$ cat src/rtl/exposure_ctrl_pkg.sv
// exposure_ctrl_pkg: shared state encoding and default widths for the exposure trigger controller
package exposure_ctrl_pkg;
    typedef enum logic [2:0] {
        IDLE    = 3'd0,
        ARMED   = 3'd1,
        DELAY   = 3'd2,
        EXPOSE  = 3'd3,
        READOUT = 3'd4
    } state_t;
    localparam int CNT_W_DEF   = 24;
    localparam int FRAME_W_DEF = 16;
endpackage

$ cat src/rtl/trig_glitch_filter.sv
// trig_glitch_filter: 2-flop synchroniser, FILTER_LEN-sample agreement filter and rising-edge detect
// Ports: clk, rst (async, active-high), in (raw async input), level (filtered level), rise (one-cycle edge)
module trig_glitch_filter #(
    parameter int FILTER_LEN = 4
) (
    input  logic clk,
    input  logic rst,
    input  logic in,
    output logic level,
    output logic rise
);
    logic [1:0]            sync;
    logic [FILTER_LEN-1:0] hist;
    logic                  prev;
    always_ff @(posedge clk or posedge rst) begin
        if (rst) begin
            sync  <= '0;
            hist  <= '0;
            level <= 1'b0;
            prev  <= 1'b0;
        end else begin
            sync  <= {sync[0], in};
            hist  <= {hist[FILTER_LEN-2:0], sync[1]};
            level <= &hist ? 1'b1 : (~|hist ? 1'b0 : level);
            prev  <= level;
        end
    end
    assign rise = level & ~prev;
endmodule

$ cat src/rtl/exposure_trigger_ctrl.sv
// exposure_trigger_ctrl: sequences arm, delay, exposure window and readout handshake per qualified trigger edge
// Ports: clk, rst (async, active-high), trig_in, arm, abort, cont, delay_len, exp_len, readout_done;
//        exposure, readout_req, busy, missed, frame_count
module exposure_trigger_ctrl
    import exposure_ctrl_pkg::*;
#(
    parameter int FILTER_LEN = 4,
    parameter int CNT_W      = CNT_W_DEF,
    parameter int FRAME_W    = FRAME_W_DEF
) (
    input  logic               clk,
    input  logic               rst,
    input  logic               trig_in,
    input  logic               arm,
    input  logic               abort,
    input  logic               cont,
    input  logic [CNT_W-1:0]   delay_len,
    input  logic [CNT_W-1:0]   exp_len,
    input  logic               readout_done,
    output logic               exposure,
    output logic               readout_req,
    output logic               busy,
    output logic               missed,
    output logic [FRAME_W-1:0] frame_count
);
    state_t             state, next;
    logic               trig_edge;
    logic [CNT_W-1:0]   cnt, exp_q, exp_eff;

    trig_glitch_filter #(.FILTER_LEN(FILTER_LEN)) u_filter (
        .clk   (clk),
        .rst   (rst),
        .in    (trig_in),
        .level (),
        .rise  (trig_edge)
    );

    always_comb begin
        next    = state;
        exp_eff = (exp_len == '0) ? CNT_W'(1) : exp_len;
        case (state)
            IDLE:    if (arm) next = ARMED;
            ARMED:   if (trig_edge) next = (delay_len != '0) ? DELAY : EXPOSE;
            DELAY:   if (cnt == CNT_W'(1)) next = EXPOSE;
            EXPOSE:  if (cnt == CNT_W'(1)) next = READOUT;
            READOUT: if (readout_done) next = cont ? ARMED : IDLE;
            default: next = IDLE;
        endcase
        if (abort) next = IDLE;
    end

    // cnt holds the remaining delay, then is reloaded with the latched exposure length
    always_ff @(posedge clk or posedge rst) begin
        if (rst) begin
            state       <= IDLE;
            cnt         <= '0;
            exp_q       <= '0;
            exposure    <= 1'b0;
            readout_req <= 1'b0;
            missed      <= 1'b0;
            frame_count <= '0;
        end else begin
            state       <= next;
            exposure    <= (next == EXPOSE);
            readout_req <= (next == READOUT);
            missed      <= !abort && trig_edge && (state inside {DELAY, EXPOSE, READOUT});
            if (state == READOUT && readout_done && !abort)
                frame_count <= frame_count + 1'b1;
            if (state == ARMED && (next inside {DELAY, EXPOSE})) begin
                exp_q <= exp_eff;
                cnt   <= (delay_len != '0) ? delay_len : exp_eff;
            end else if (state == DELAY && next == EXPOSE) begin
                cnt <= exp_q;
            end else if (state inside {DELAY, EXPOSE}) begin
                cnt <= cnt - 1'b1;
            end
        end
    end

    assign busy = (state != IDLE);
endmodule

$ cat config.mk
export PLATFORM = sky130hd
export DESIGN_NAME = exposure_trigger_ctrl
export DESIGN_NICKNAME = d
export VERILOG_FILES = /design/src/rtl/exposure_ctrl_pkg.sv /design/src/rtl/trig_glitch_filter.sv /design/src/rtl/exposure_trigger_ctrl.sv
export SDC_FILE = /design/constraint.sdc
export NUM_CORES = 1
export LEC_CHECK = 0
export ABC_AREA = 1
export BUFFER_PORTS_ARGS = -buffer_cell sky130_fd_sc_hd__buf_2
export CAP_MARGIN = 15
export CORE_UTILIZATION = 45
export DETAILED_ROUTE_END_ITERATION = 10
export PLACE_DENSITY = 0.73
export SLEW_MARGIN = 5
export SYNTH_ARGS = -nofsm -noshare
export SYNTH_HDL_FRONTEND = slang
export SYNTH_SLANG_ARGS = --single-unit
$ cat constraint.sdc
create_clock -name clk -period 2.84 [get_ports clk]
set_clock_uncertainty 0.05 [all_clocks]
set_input_delay 0.142 -clock clk [delete_from_list [all_inputs] [get_ports clk]]
set_output_delay 0.142 -clock clk [all_outputs]
set_load 0.05 [all_outputs]
==> flow_metrics.tcl, run 1 <==
set metrics [dict create \
    dp_hpwl_um 8610 \
    synth_edf_count 0 \
    period_share_pct 90.2 \
    die_y_um 102 \
    ant_nets 0 \
    async_reset_ff_share_pct 100 \
    peakVddDrop_mv 0.355 \
    portBuffers 74 \
    r2r_cells 17 \
    min_from "exp_len[13]" \
    yosysTopAreaCell "dfrtp_1" \
    vias_per_cell 5.16 \
    hold_depth 3 \
    dieWidth_um 102 \
    cts_resized 0 \
    synth_top_family_by_area "simple AND/OR/NAND/NOR gates" \
    coreArea_um2 9730 \
    run_status "finished, final reports clean" \
    synth_area_um2 4520 \
    clk_latency_ns 0.37 \
    cts.sinks 78 \
    path_delay_family "simple AND/OR/NAND/NOR gates" \
    cp.required_ns 3.09 \
    fin_tns_setup_ns 0 \
    fmaxAchievable_mhz 390 \
    overflow 0 \
    ff2ff_setup_slack_ns 0.28 \
    grt_usage_pct 24.8 \
    postCtsSetupRepairBufs 0 \
    cts_buffers 9 \
    grt_pass1_vias 4089 \
    cpPeakStageDelay_ns 0.46 \
    whs_ns 0.0122 \
    start_kind "flop" \
    yosys.area_share.adder_pct 0.831 \
    root_buffer "clkbuf_8" \
    grt.busiest_layer "met2" \
    nets 741 \
    antenna_found_initial 0 \
    clkTransAtPathRegs_ns 0.09 \
    cp_slowest_cell "buf_4" \
    end_kind "flop" \
    nFillCells 962 \
    rr_endpoint "cnt[8]$_DFFE_PP0P_" \
    io_pins 75 \
    finalCriticalPeriod_ns 2.56 \
    ys_top_cells_by_count "nand2_1, nor2_1, dfrtp_1" \
    yosys.cell_types.count 32 \
    whs_endpoint "exp_q[13]$_DFFE_PP0N_" \
    worstReg2RegStart "cnt[1]$_DFFE_PP0P_" \
    grt_pass1_wl_um 19700 \
    drt_wl_total_um 11900 \
    pwr_density_cell_nw_per_um2 721 \
    muxShareOfSynthArea_pct 0 \
    critPathKind "flop to flop" \
    synth-simple-area-share_pct 29.8 \
    ys_warn_count 0 \
    initial_core_util_pct 46.4 \
    path_buf_inv 4 \
    tightest_slew_ns 0.993 \
    timing.final.max_slew_violations 0 \
    syn_inst 605 \
    grt_max_degree 79 \
    fp-row-count 36 \
    ys.flop_type "dfrtp_1" \
    hold_viol_final 0 \
    routabilityCongestion 0.869 \
    yosysMostFrequentCell "nand2_1" \
    arrival_ns 2.81 \
    clockBufferDepth 2 \
    die_area_um2 10400 \
    route.detailed.drc 0 \
    synth_top_area_share_pct 43.2 \
    synth-compound-area-share_pct 10.1 \
    ys_seq_area_share_pct 43.2 \
    cts_tree "done" \
    syn_nets 663 \
    setup-violations-final 0 \
    n_antenna_cell 0 \
    layout-drive-gt1-share_pct 17.4 \
    hold_class "input pin to flop" \
    cts-htree-levels 3 \
    met1_usage_pct 32.2 \
    area_growth_pct 16.2 \
    path_cells "inv_1 > ha_1 > inv_1 > nor2_1 > nand2_1 > nor2_1 > nand3_2 > nand2_2 > nand2_2 > nand3_2 > buf_4 > nand2_1 > inv_2 > nand3_1 > nand3_1 > nand2_1 > nand2_1" \
    ys_ff_latch 78 \
    met3_usage_pct 5.27 \
    drt-initial-drc-count 272 \
    avgSynthCellArea_um2 7.46 \
    drt_pass1_iterations 5 \
    path_common_cell "nand2_1" \
    cp_max_fo 50 \
    vias 4235 \
    rsz0062_at_grt "false" \
    leakage_nw 2.79 \
    drv_cap 0 \
    synth-xor-area-share_pct 6.40 \
    detail_route.wl_per_cell_um 14.5 \
    fin_total_pwr_w 0.00378 \
    synth_area_leaders "dfrtp_1, nand2_1, nor2_1, inv_1, nand3_1" \
    cp.depth 17 \
    slew_headroom_pct 33.8 \
    grt_util_met2_pct 40.2 \
]
-- worst register-to-register path, stage by stage, from the launching register on --
cell and delay (ns):
dfrtp_1 0.40, inv_1 0.11, ha_1 0.19, inv_1 0.05, nor2_1 0.08, nand2_1 0.05
nor2_1 0.11, nand3_2 0.11, nand2_2 0.10, nand2_2 0.08, nand3_2 0.15, buf_4 0.46
nand2_1 0.18, inv_2 0.07, nand3_1 0.06, nand3_1 0.12, nand2_1 0.06, nand2_1 0.07
-- cells in the final DEF, fill, tap and decap left out, types with 5 or more instances in the layout --
master,count
nor2_2,5
nand3_1,50
a21oi_1,16
dlygate4sd3_1,6
clkbuf_8,9
nand4_1,12
dfrtp_1,78
xor2_1,23
o21ai_1,34
nor3_1,9
o21ai_0,21
nor2_1,86
inv_1,71
o21bai_1,8
xnor2_1,10
buf_2,74
o22ai_1,5
inv_2,8
nand2_1,128
buf_4,7
-- timing repair --
item / CTS / global route
hold endpoints to repair: 9 / 0
hold buffers: 6 / 0
endpoints found under the setup margin: 0 / 0
-- registers in the layout, summed over array words and instances (netlist names) --
signal          flops
cnt                24
exp_q              24
exposure            1
frame_count        16
missed              1
readout_req         1
state               3
u_filter.hist       4
u_filter.level      1
u_filter.prev       1
u_filter.sync       2
-- power by group --
part	internal [W]	total (W)	switching (W)
registers	0.00140	0.00163	0.000222
logic	0.000491	0.00123	0.000734
clock network	0.000501	0.000930	0.000429
-- worst max path at each step --
| stage | from | end | slack, ns |
|---|---|---|---|
| 2_1_floorplan | rst | cnt[0]$_DFFE_PP0P_ | 0.65 |
| 3_3_place_gp | cnt[1]$_DFFE_PP0P_ | cnt[5]$_DFFE_PP0P_ | 0.49 |
| 3_5_place_dp | cnt[1]$_DFFE_PP0P_ | cnt[3]$_DFFE_PP0P_ | 0.34 |
| 5_1_grt | cnt[1]$_DFFE_PP0P_ | cnt[8]$_DFFE_PP0P_ | 0.06 |
| 6_report | cnt[1]$_DFFE_PP0P_ | cnt[8]$_DFFE_PP0P_ | 0.28 |
| 4_1_cts | cnt[1]$_DFFE_PP0P_ | cnt[8]$_DFFE_PP0P_ | 0.31 |
-- routing by layer --
layer	wire (um)	part of all wire [%]	up-vias
met5	0	0	-
met4	293	2.5	0
met3	615	5.2	32
met2	5780	49	133
met1	5220	44	1979
li1	-	-	2091
-- metrics by stage --
stage          cell area, um^2  worst slack, ns  utilization, %  instances
2_1_floorplan             4520            0.653               -        605
3_3_place_gp              4970            0.495            51.0        799
3_5_place_dp              4970            0.340            51.0        799
4_1_cts                   5250            0.306            53.9        821
5_1_grt                   5250           0.0589            53.9        821
6_report                  5250            0.278            53.9        821
-- kinds of logic after synthesis --
family	after synthesis
xor+xnor	33
flops	78
compound gates	85
simple gates	307
fa+ha+maj	3
buf+inv	99
-- layout make-up --
| cell class | count | area [um^2] | share of cell area (%) |
|---|---|---|---|
| multi-input combinational | 428 | 2130 | 40.6 |
| clock inverter | 6 | 93.8 | 1.79 |
| timing repair buffer | 87 | 483 | 9.20 |
| tap | 133 | 166 | 3.17 |
| clock buffer | 10 | 128 | 2.43 |
| inverter | 79 | 297 | 5.65 |
| sequential | 78 | 1950 | 37.2 |
No activity file was read; power rests on OpenSTA's default activity.
==> inputs of run 2 (changes only) <==
--- a/config.mk
+++ b/config.mk
@@ -8,9 +8,11 @@
 export ABC_AREA = 1
 export BUFFER_PORTS_ARGS = -buffer_cell sky130_fd_sc_hd__buf_2
 export CAP_MARGIN = 15
-export CORE_UTILIZATION = 45
+export CELL_PAD_IN_SITES_DETAIL_PLACEMENT = 0
+export CELL_PAD_IN_SITES_GLOBAL_PLACEMENT = 2
+export CORE_UTILIZATION = 32
 export DETAILED_ROUTE_END_ITERATION = 10
-export PLACE_DENSITY = 0.73
+export PLACE_DENSITY = 0.86
 export SLEW_MARGIN = 5
 export SYNTH_ARGS = -nofsm -noshare
 export SYNTH_HDL_FRONTEND = slang
==> run 2 against run 1 <==
  * Utilization down 15 points
  * Via count down 1.8%
  * Worst setup slack improved by 0.16 ns
  * Flip-flop and latch count is the same
  * Non-clock buffer count is 1 lower
==> flow_metrics.tcl, run 2 (synthesis gave the netlist of run 1 again) <==
set metrics [dict create \
    run_status "finished, final reports clean" \
    start_kind "flop" \
    grt_max_degree 42 \
    leakage_nw 2.85 \
    overflow 0 \
    initial_core_util_pct 32.7 \
    routabilityCongestion 0.788 \
    hold_viol_final 0 \
    wirelength_met1_um 6430 \
    drt-initial-drc-count 234 \
    seq_area_um2 1950 \
    grt_pass1_wl_um 21700 \
    nFillCells 1464 \
    multiInputGateArea_um2 2130 \
    fp-row-count 43 \
    drt_pass1_iterations 4 \
    n_antenna_cell 0 \
    hold_class "input pin to flop" \
    portBuffers 74 \
    met3_length_um 410 \
    power_switching_w 0.00142 \
    io_pins 75 \
    mostFrequentLayoutCell "nand2_1" \
    vias 4158 \
    peakVddDrop_mv 0.340 \
    rsz0062_at_grt "false" \
    die_area_um2 14600 \
    nets 740 \
    finalCriticalPeriod_ns 2.40 \
    timing.final.max_slew_violations 0 \
    coreArea_um2 13800 \
    period_share_pct 84.5 \
    route.detailed.drc 0 \
    slew_headroom_pct 42.0 \
    cts_tree "done" \
    detail_route.wl_per_cell_um 15.2 \
    cts-htree-levels 3 \
    clk_latency_ns 0.34 \
    grt_pass1_vias 4197 \
    grt_usage_pct 19.6 \
    layout-drive-gt1-share_pct 17.8 \
    p_seq_share_pct 38.6 \
    cts.sinks 78 \
    end_kind "flop" \
    cp-startpoint "cnt[1]$_DFFE_PP0P_" \
    route.met2.wl_um 6010 \
    cp.required_ns 3.03 \
    clkTransAtPathRegs_ns 0.06 \
    worstReg2RegStart "cnt[1]$_DFFE_PP0P_" \
    min_from "exp_len[15]" \
    arrival_ns 2.59 \
    most-common-layout-cells "nand2_1, nor2_1, dfrtp_1" \
    reg_top3 "cnt: 24 flops, exp_q: 24 flops, frame_count: 16 flops" \
    ant_nets 0 \
    area_growth_pct 20.2 \
    drv_cap 0 \
    cts_buffers 9 \
    stdcell_area_um2 5430 \
    vias_per_cell 4.80 \
    die_y_um 121 \
    antenna_found_initial 1 \
    fmaxAchievable_mhz 417 \
    p_sw_share_pct 33.8 \
    setup-violations-final 0 \
    placed_area_um2 5050 \
    dp_hpwl_um 9680 \
    dieWidth_um 121 \
    root_buffer "clkbuf_16" \
    p_comb_share_pct 29.1 \
    critPathKind "flop to flop" \
    p_clk_share_pct 32.3 \
    clockBufferDepth 2 \
    internal_power_w 0.00278 \
    cp_max_fo 38 \
    tightest_slew_ns 0.868 \
    pwr_density_cell_nw_per_um2 773 \
    routed.top_layer "met5" \
    fin_tns_setup_ns 0 \
    drt_wl_total_um 13100 \
]
[run 2: worst paths after layout]
path / to / slack (ns) / depth (start not counted)
setup reg to reg: cnt[20]$_DFFE_PP0P_ / 0.44 / 18
min in group asynchronous: frame_count[14]$_DFFE_PP0P_ / 0.50 / 3
max in group asynchronous: cnt[3]$_DFFE_PP0P_ / 1.53 / 4
setup / recovery: cnt[20]$_DFFE_PP0P_ / 0.44 / 18
hold / removal: exp_q[15]$_DFFE_PP0N_ / 0.02 / 3
hold reg to reg: u_filter.hist[0]$_DFF_PP0_ / 0.30 / 0
[run 2: layout make-up]
type                            instances  area share [%]
Clock buffer                           10            4.40
Clock inverter                          5            1.98
Inverter                               79            5.46
Multi-Input combinational cell        428            39.2
Sequential cell                        78            36.0
Tap cell                              180            4.15
Timing Repair Buffer                   86            8.85
[run 2: per-layer routing]
layer	track usage, %	vias to the layer above
li1	-	2089
met1	27.3	1957
met2	30.7	91
met3	2.50	19
met4	7.87	2
met5	0	-
[run 2: timing repair]
item | 4_1_cts | 5_1_grt
hold endpoints to repair | 42 | 0
hold buffers | 3 | 0
resized for setup | 0 | 0
endpoints found under the setup margin | 0 | 0
setup buffers | 0 | 0
[run 2: power by group through the flow]
stage	Clock (W)	Combinational [W]	Sequential, W
6_report	0.00136	0.00122	0.00162
5_1_grt	0.00143	0.00142	0.00166
4_1_cts	0.00138	0.00123	0.00162
3_5_place_dp	0	0.00121	0.00164
2_1_floorplan	0	0.000958	0.00157
3_3_place_gp	0	0.00122	0.00163
[run 2: stage by stage]
step	setup WS (ns)	total power [W]	cells	hold WS (ns)	util [%]
2_1_floorplan	0.653	0.00253	605	0.123	-
3_3_place_gp	0.469	0.00284	848	0.202	36.5
3_5_place_dp	0.470	0.00285	848	0.220	36.5
4_1_cts	0.441	0.00422	866	0.0178	39.3
5_1_grt	0.171	0.00451	866	0.0398	39.3
6_report	0.440	0.00420	866	0.0214	39.3
[run 2: critical path, cell delays in order, from the launching register on]
cell and delay, ns:
dfrtp_1 0.38, inv_1 0.11, ha_1 0.18, inv_1 0.04, nor2_1 0.08, nand2_1 0.06, nor2_1 0.11, nand3_2 0.11
nand2_2 0.09, nand2_2 0.07, nand2_2 0.09, inv_2 0.05, nand3_2 0.06, buf_4 0.38, nor2_1 0.08, nor2_1 0.17
nand2_1 0.07, nand2_1 0.06, inv_1 0.04
